File: config.mk
export PLATFORM = sky130hd
export DESIGN_NAME = poly_small_diff_scale
export DESIGN_NICKNAME = d
export VERILOG_FILES = /design/src/rtl/ys_poly_pkg.sv /design/src/rtl/poly_small_lane_op.sv /design/src/rtl/poly_small_diff_scale.sv
export SDC_FILE = /design/constraint.sdc
export NUM_CORES = 1
export LEC_CHECK = 0
export CORE_MARGIN = 2
export CORE_UTILIZATION = 40
export DETAILED_ROUTE_END_ITERATION = 8
export GPL_ROUTABILITY_DRIVEN = 0
export PLACE_DENSITY = 0.7
export RECOVER_POWER = 25
export SLEW_MARGIN = 20
export SYNTH_ARGS = -nofsm -noshare
export SYNTH_HDL_FRONTEND = slang
export SYNTH_SLANG_ARGS = --single-unit
File: constraint.sdc
create_clock -name clk -period 5.34 [get_ports clk]
set_input_delay 1.602 -clock clk [delete_from_list [all_inputs] [get_ports clk]]
set_output_delay 1.602 -clock clk [all_outputs]
set_load 0.02 [all_outputs]
File: src/rtl/ys_poly_pkg.sv
// Shared encodings and defaults for the small polynomial difference/scale block.
package ys_poly_pkg;

    localparam int COEF_W_DEF = 13;
    localparam int LANES_DEF  = 8;

    typedef enum logic [1:0] {
        MODE_COPY  = 2'd0,
        MODE_DIFF3 = 2'd1,
        MODE_DIFF  = 2'd2,
        MODE_RSVD  = 2'd3
    } mode_e;

    typedef enum logic [1:0] {
        ST_IDLE  = 2'd0,
        ST_RUN   = 2'd1,
        ST_DRAIN = 2'd2,
        ST_DONE  = 2'd3
    } state_e;

endpackage

File: src/rtl/poly_small_lane_op.sv
// One lane of the difference/scale datapath: combinational (prev, cur, mode, first) -> result.
module poly_small_lane_op
    import ys_poly_pkg::*;
#(
    parameter int COEF_W = COEF_W_DEF
) (
    input  logic [COEF_W-1:0] prev,
    input  logic [COEF_W-1:0] cur,
    input  mode_e             mode,
    input  logic              first,
    output logic [COEF_W-1:0] res
);

    logic [COEF_W-1:0] base;
    logic [COEF_W-1:0] diff;
    logic [COEF_W-1:0] dbl;

    always_comb begin
        // First beat of a polynomial has no predecessor, so the difference degenerates to -cur.
        base = first ? '0 : prev;
        diff = base - cur;
        dbl  = diff << 1;
        case (mode)
            MODE_DIFF3: res = dbl + diff;
            MODE_DIFF:  res = diff;
            default:    res = cur;
        endcase
    end

endmodule

File: src/rtl/poly_small_diff_scale.sv
// Streaming lane-wise difference (optionally x3) over polynomial coefficient beats.
// Optional beat-count checking is enabled with `define POLY_SMALL_DS_BEATCHK_EN.
module poly_small_diff_scale
    import ys_poly_pkg::*;
#(
    parameter int COEF_W = COEF_W_DEF,
    parameter int LANES  = LANES_DEF,
    parameter int NBEATS = 128
) (
    input  logic                    clk,
    input  logic                    rst,
    input  logic                    start,
    input  logic [1:0]              mode,
    input  logic                    in_valid,
    output logic                    in_ready,
    input  logic [LANES*COEF_W-1:0] in_data,
    input  logic                    in_last,
    output logic                    out_valid,
    input  logic                    out_ready,
    output logic [LANES*COEF_W-1:0] out_data,
    output logic                    out_last,
    output logic                    busy,
    output logic                    done,
    output logic                    err
);

    state_e state, state_nxt;
    mode_e  mode_q;
    logic   first_q;
    logic   accept;
    logic   start_ok;
    logic [COEF_W-1:0]             carry;
    logic [LANES-1:0][COEF_W-1:0]  in_lanes;
    logic [LANES-1:0][COEF_W-1:0]  prev_lanes;
    logic [LANES-1:0][COEF_W-1:0]  res_lanes;

    assign in_lanes = in_data;
    assign start_ok = start && (state == ST_IDLE);
    assign in_ready = (state == ST_RUN) && (!out_valid || out_ready);
    assign accept   = in_valid && in_ready;

    for (genvar k = 0; k < LANES; k++) begin : g_lane
        if (k == 0) begin : g_first
            assign prev_lanes[k] = carry;
        end else begin : g_rest
            assign prev_lanes[k] = in_lanes[k-1];
        end

        poly_small_lane_op #(.COEF_W(COEF_W)) u_op (
            .prev  (prev_lanes[k]),
            .cur   (in_lanes[k]),
            .mode  (mode_q),
            .first ((k == 0) ? first_q : 1'b0),
            .res   (res_lanes[k])
        );
    end

    always_comb begin
        state_nxt = state;
        busy      = (state != ST_IDLE);
        done      = (state == ST_DONE);
        case (state)
            ST_IDLE:  if (start) state_nxt = ST_RUN;
            ST_RUN:   if (accept && in_last) state_nxt = ST_DRAIN;
            ST_DRAIN: if (out_valid && out_ready && out_last) state_nxt = ST_DONE;
            default:  state_nxt = ST_IDLE;
        endcase
    end

    always_ff @(posedge clk) begin
        if (rst) begin
            state     <= ST_IDLE;
            mode_q    <= MODE_COPY;
            carry     <= '0;
            first_q   <= 1'b0;
            out_valid <= 1'b0;
            out_last  <= 1'b0;
            out_data  <= '0;
        end else begin
            state <= state_nxt;
            if (start_ok) begin
                mode_q  <= mode_e'(mode);
                carry   <= '0;
                first_q <= 1'b1;
            end
            // A new beat may land in the same cycle the previous one is taken downstream.
            if (accept) begin
                out_data  <= res_lanes;
                out_valid <= 1'b1;
                out_last  <= in_last;
                carry     <= in_lanes[LANES-1];
                first_q   <= 1'b0;
            end else if (out_valid && out_ready) begin
                out_valid <= 1'b0;
                out_last  <= 1'b0;
            end
        end
    end

`ifdef POLY_SMALL_DS_BEATCHK_EN
    localparam int CNT_W = $clog2(NBEATS + 1);

    logic [CNT_W-1:0] beat_cnt;
    logic             err_q;

    always_ff @(posedge clk) begin
        if (rst) begin
            beat_cnt <= '0;
            err_q    <= 1'b0;
        end else if (start_ok) begin
            beat_cnt <= '0;
            err_q    <= 1'b0;
        end else if (accept) begin
            beat_cnt <= beat_cnt + 1'b1;
            if (in_last != (beat_cnt == CNT_W'(NBEATS - 1)))
                err_q <= 1'b1;
        end
    end

    assign err = err_q;
`else
    // NBEATS only matters when beat checking is built in; this is constant 0.
    assign err = (NBEATS < 0);
`endif

endmodule

==> impl_results.md <==
- Status: finished, violations left
- Violated checks: capacitance limit, slew limit
- Worst R2R Path Depth: 15
- WL/cell: 18.61 um
- Max Cap Violations: 1
- Worst slack, placed: -284.6 ps
- # diodes: 0
- Post-synth top area share: between 10% and 20%
- EDFF count, synth: 0
- Ports: 222
- Row cnt: slightly below 70
- Initial Utilization: roughly 41%
- Avg Inst Size Synth: between 7 and 8 um2
- Cts repair resizes: 0
- Final Worst Setup Slack: approximately 210 ps
- Max VDD drop: 0.2450 mV
- Final WL: 51020 um
- Vias per cell: ~6
- First-pass GRT wire length: 80470 um
- Syn Nets: about 2200
- Crit Path Max Fanout: 3
- #FFs+latches synth: ~120
- Cell depth of the worst hold path: 2
- Worst-Margin Slew: 1927 ps
- Initial DRC count: 1128
- Count leader, synth: a21oi_1
- Startpoint type of the worst setup path: primary input
- Period utilisation layout: 96.07%
- Asr flop ratio synth: 0%
- Clk root buf: clkbuf_16
- Die height: 195.0 um
- Worst hold path type: reg -> reg
- Final hold vios: 0
- Number of global-route vias before repair: about 16000
- Pwr/cell area: 370.4 nW/um2
- Final min period: 5130 ps
- DRT antenna net count: 0
- Crit. End Element: flip-flop
- Pleak: 8.526 nW
- Design Power: 7.151 mW
- Syn Inst Count: 1914
- Die area: 38020 um2
- CTS H-Tree Depth: 4
- Worst slew margin: -28.47%
- Post-CTS setup repair buffer count: 0
- Layout cells sized above 1: between 10 and 15%
- Fmax: 194.9 MHz
- Layout Nets: 2586
- Reg clk slew, reported paths: 60 ps
- First-pass DRT Iterations: 5
- Final setup viols: 0
- Worst endpoint required time: around 5700 ps
- Clock Skew: 8.388 ps
- Gr ovfl total: 0
- Clock Tree Buf Depth: 2
- Post-DP HPWL: 38980 um
- Gr usage total: about a quarter
- Hold Buf Count CTS: 0
- Synth warn: 0
- Sequential fraction of the synthesis area: 17.02%
- CTS tree: yes
- Arr. time, crit path: around 5500 ps
- Ys flop type: dfxtp_1
- Pins over their slew limit: 85
- Port bufs: 220
- CTS sink count: 124
- Commonest cells in the netlist: 202 x a21oi_1, 190 x ha_1, 150 x inv_1, 127 x nand2_1, 124 x dfxtp_1
- Worst-Skew Late Latency: 450 ps
- Die width: 195.0 um
- Synth area leader: dfxtp_1
- Std-Cell Core Area: 35740 um2
- Distinct cell type count after synthesis: 77
- Via count: 16050
- Largest net degree at the start of global routing: 85
- Antenna violations before repair: 0
- RSZ-0062 raised after global routing: true
- Layout area overhead: 32.32%
- Worst Path Class, Setup: in -> reg
- Cell types occupying the most area after synthesis: dfxtp_1 17%, ha_1 16%, a21oi_1 6.9%, xnor2_1 5.6%, inv_1 3.9%
- Number of CTS-inserted buffers: 17
- Post-Synthesis Cell Area: around 15000 um2
- Remaining DRCs: 0
- Setup tns final: 0 ps
report_power, final:
| part | switching (mW) | internal [mW] | leakage (nW) | total (mW) |
|---|---|---|---|---|
| Sequential | 0.122 | 1.09 | 1.01 | 1.22 |
| Clock | 0.506 | 0.761 | 0.292 | 1.27 |
| Combinational | 2.51 | 2.16 | 7.23 | 4.67 |
metal layers:
metal  up-vias  wire, um  track usage, %
met1      7599     22430           33.65
met4         0      1660           9.924
li1       7802         -               -
met3       106      3093           4.801
met2       543     23830           43.64
met5         -         0               0
critical path, stage by stage:
cell and delay, ps:
clkdlybuf4s50_1 550, ha_1 210, inv_1 60, fa_1 400, a211oi_2 240, o21ai_1 130, a31oi_1 220, xnor2_1 140
ha_1 230, or4_1 580, a211oi_2 290, o31a_1 200, a21oi_1 60, or4_1 520, nand3_1 90
sequential cells by signal, indices dropped and copies added (netlist names):
| signal | cells |
|---|---|
| first_q | 1 |
| state | 2 |
| out_valid | 1 |
| carry | 13 |
| out_last | 1 |
| mode_q | 2 |
| out_data | 104 |
path summary, 6_finish.rpt:
kind,startpoint,endpoint,slack [ps]
hold reg to reg,out_data[5]$_SDFFE_PP0P_,out_data[5]$_SDFFE_PP0P_,450
hold / removal,out_data[5]$_SDFFE_PP0P_,out_data[5]$_SDFFE_PP0P_,450
setup / recovery,in_data[91],out_data[103]$_SDFFE_PP0P_,210
setup reg to reg,first_q$_SDFFE_PP0P_,out_data[12]$_SDFFE_PP0P_,1270
layout by cell type, fill, tap and decap left out, types with 63 or more instances in the layout:
| master | instances |
|---|---|
| a21oi_1 | 202 |
| buf_4 | 200 |
| clkdlybuf4s50_1 | 164 |
| dfxtp_1 | 124 |
| ha_1 | 188 |
| inv_1 | 150 |
| nand2_1 | 127 |
| nand3_1 | 63 |
| nor2_1 | 109 |
| nor3_1 | 74 |
| o21ai_0 | 66 |
| xnor2_1 | 91 |
metrics by stage:
stage	hold slack (ps)	instance area (um2)	std cells	utilization [%]
detailed placement	444.9	18630	2710	52.12
finish	448.1	19300	2742	54.01
floorplan	443.4	14590	1914	-
CTS	451.3	19250	2742	53.85
global route	465.5	19300	2742	54.01
global placement	441.2	18630	2710	52.12
cell families after synthesis:
kind of cell             share of synthesized area [%]
XOR/XNOR                                         8.130
AND/OR/NAND/NOR                                  18.79
flip-flops                                       17.02
other                                          0.02570
adder cells (fa/ha/maj)                          18.49
AO/OA/AOI/OAI                                    30.83
buffers and inverters                            6.158
multiplexers                                    0.5575
final cells by class:
class / instances / area, um2
inverter: 150 / 563.0
fill: 3389 / 16440
multi-input combinational: 1552 / 11300
sequential: 124 / 2482
tap: 461 / 576.8
timing repair buffer: 423 / 3759
clock inverter: 13 / 165.2
clock buffer: 19 / 452.9
No activity file was read; power rests on OpenSTA's default activity.
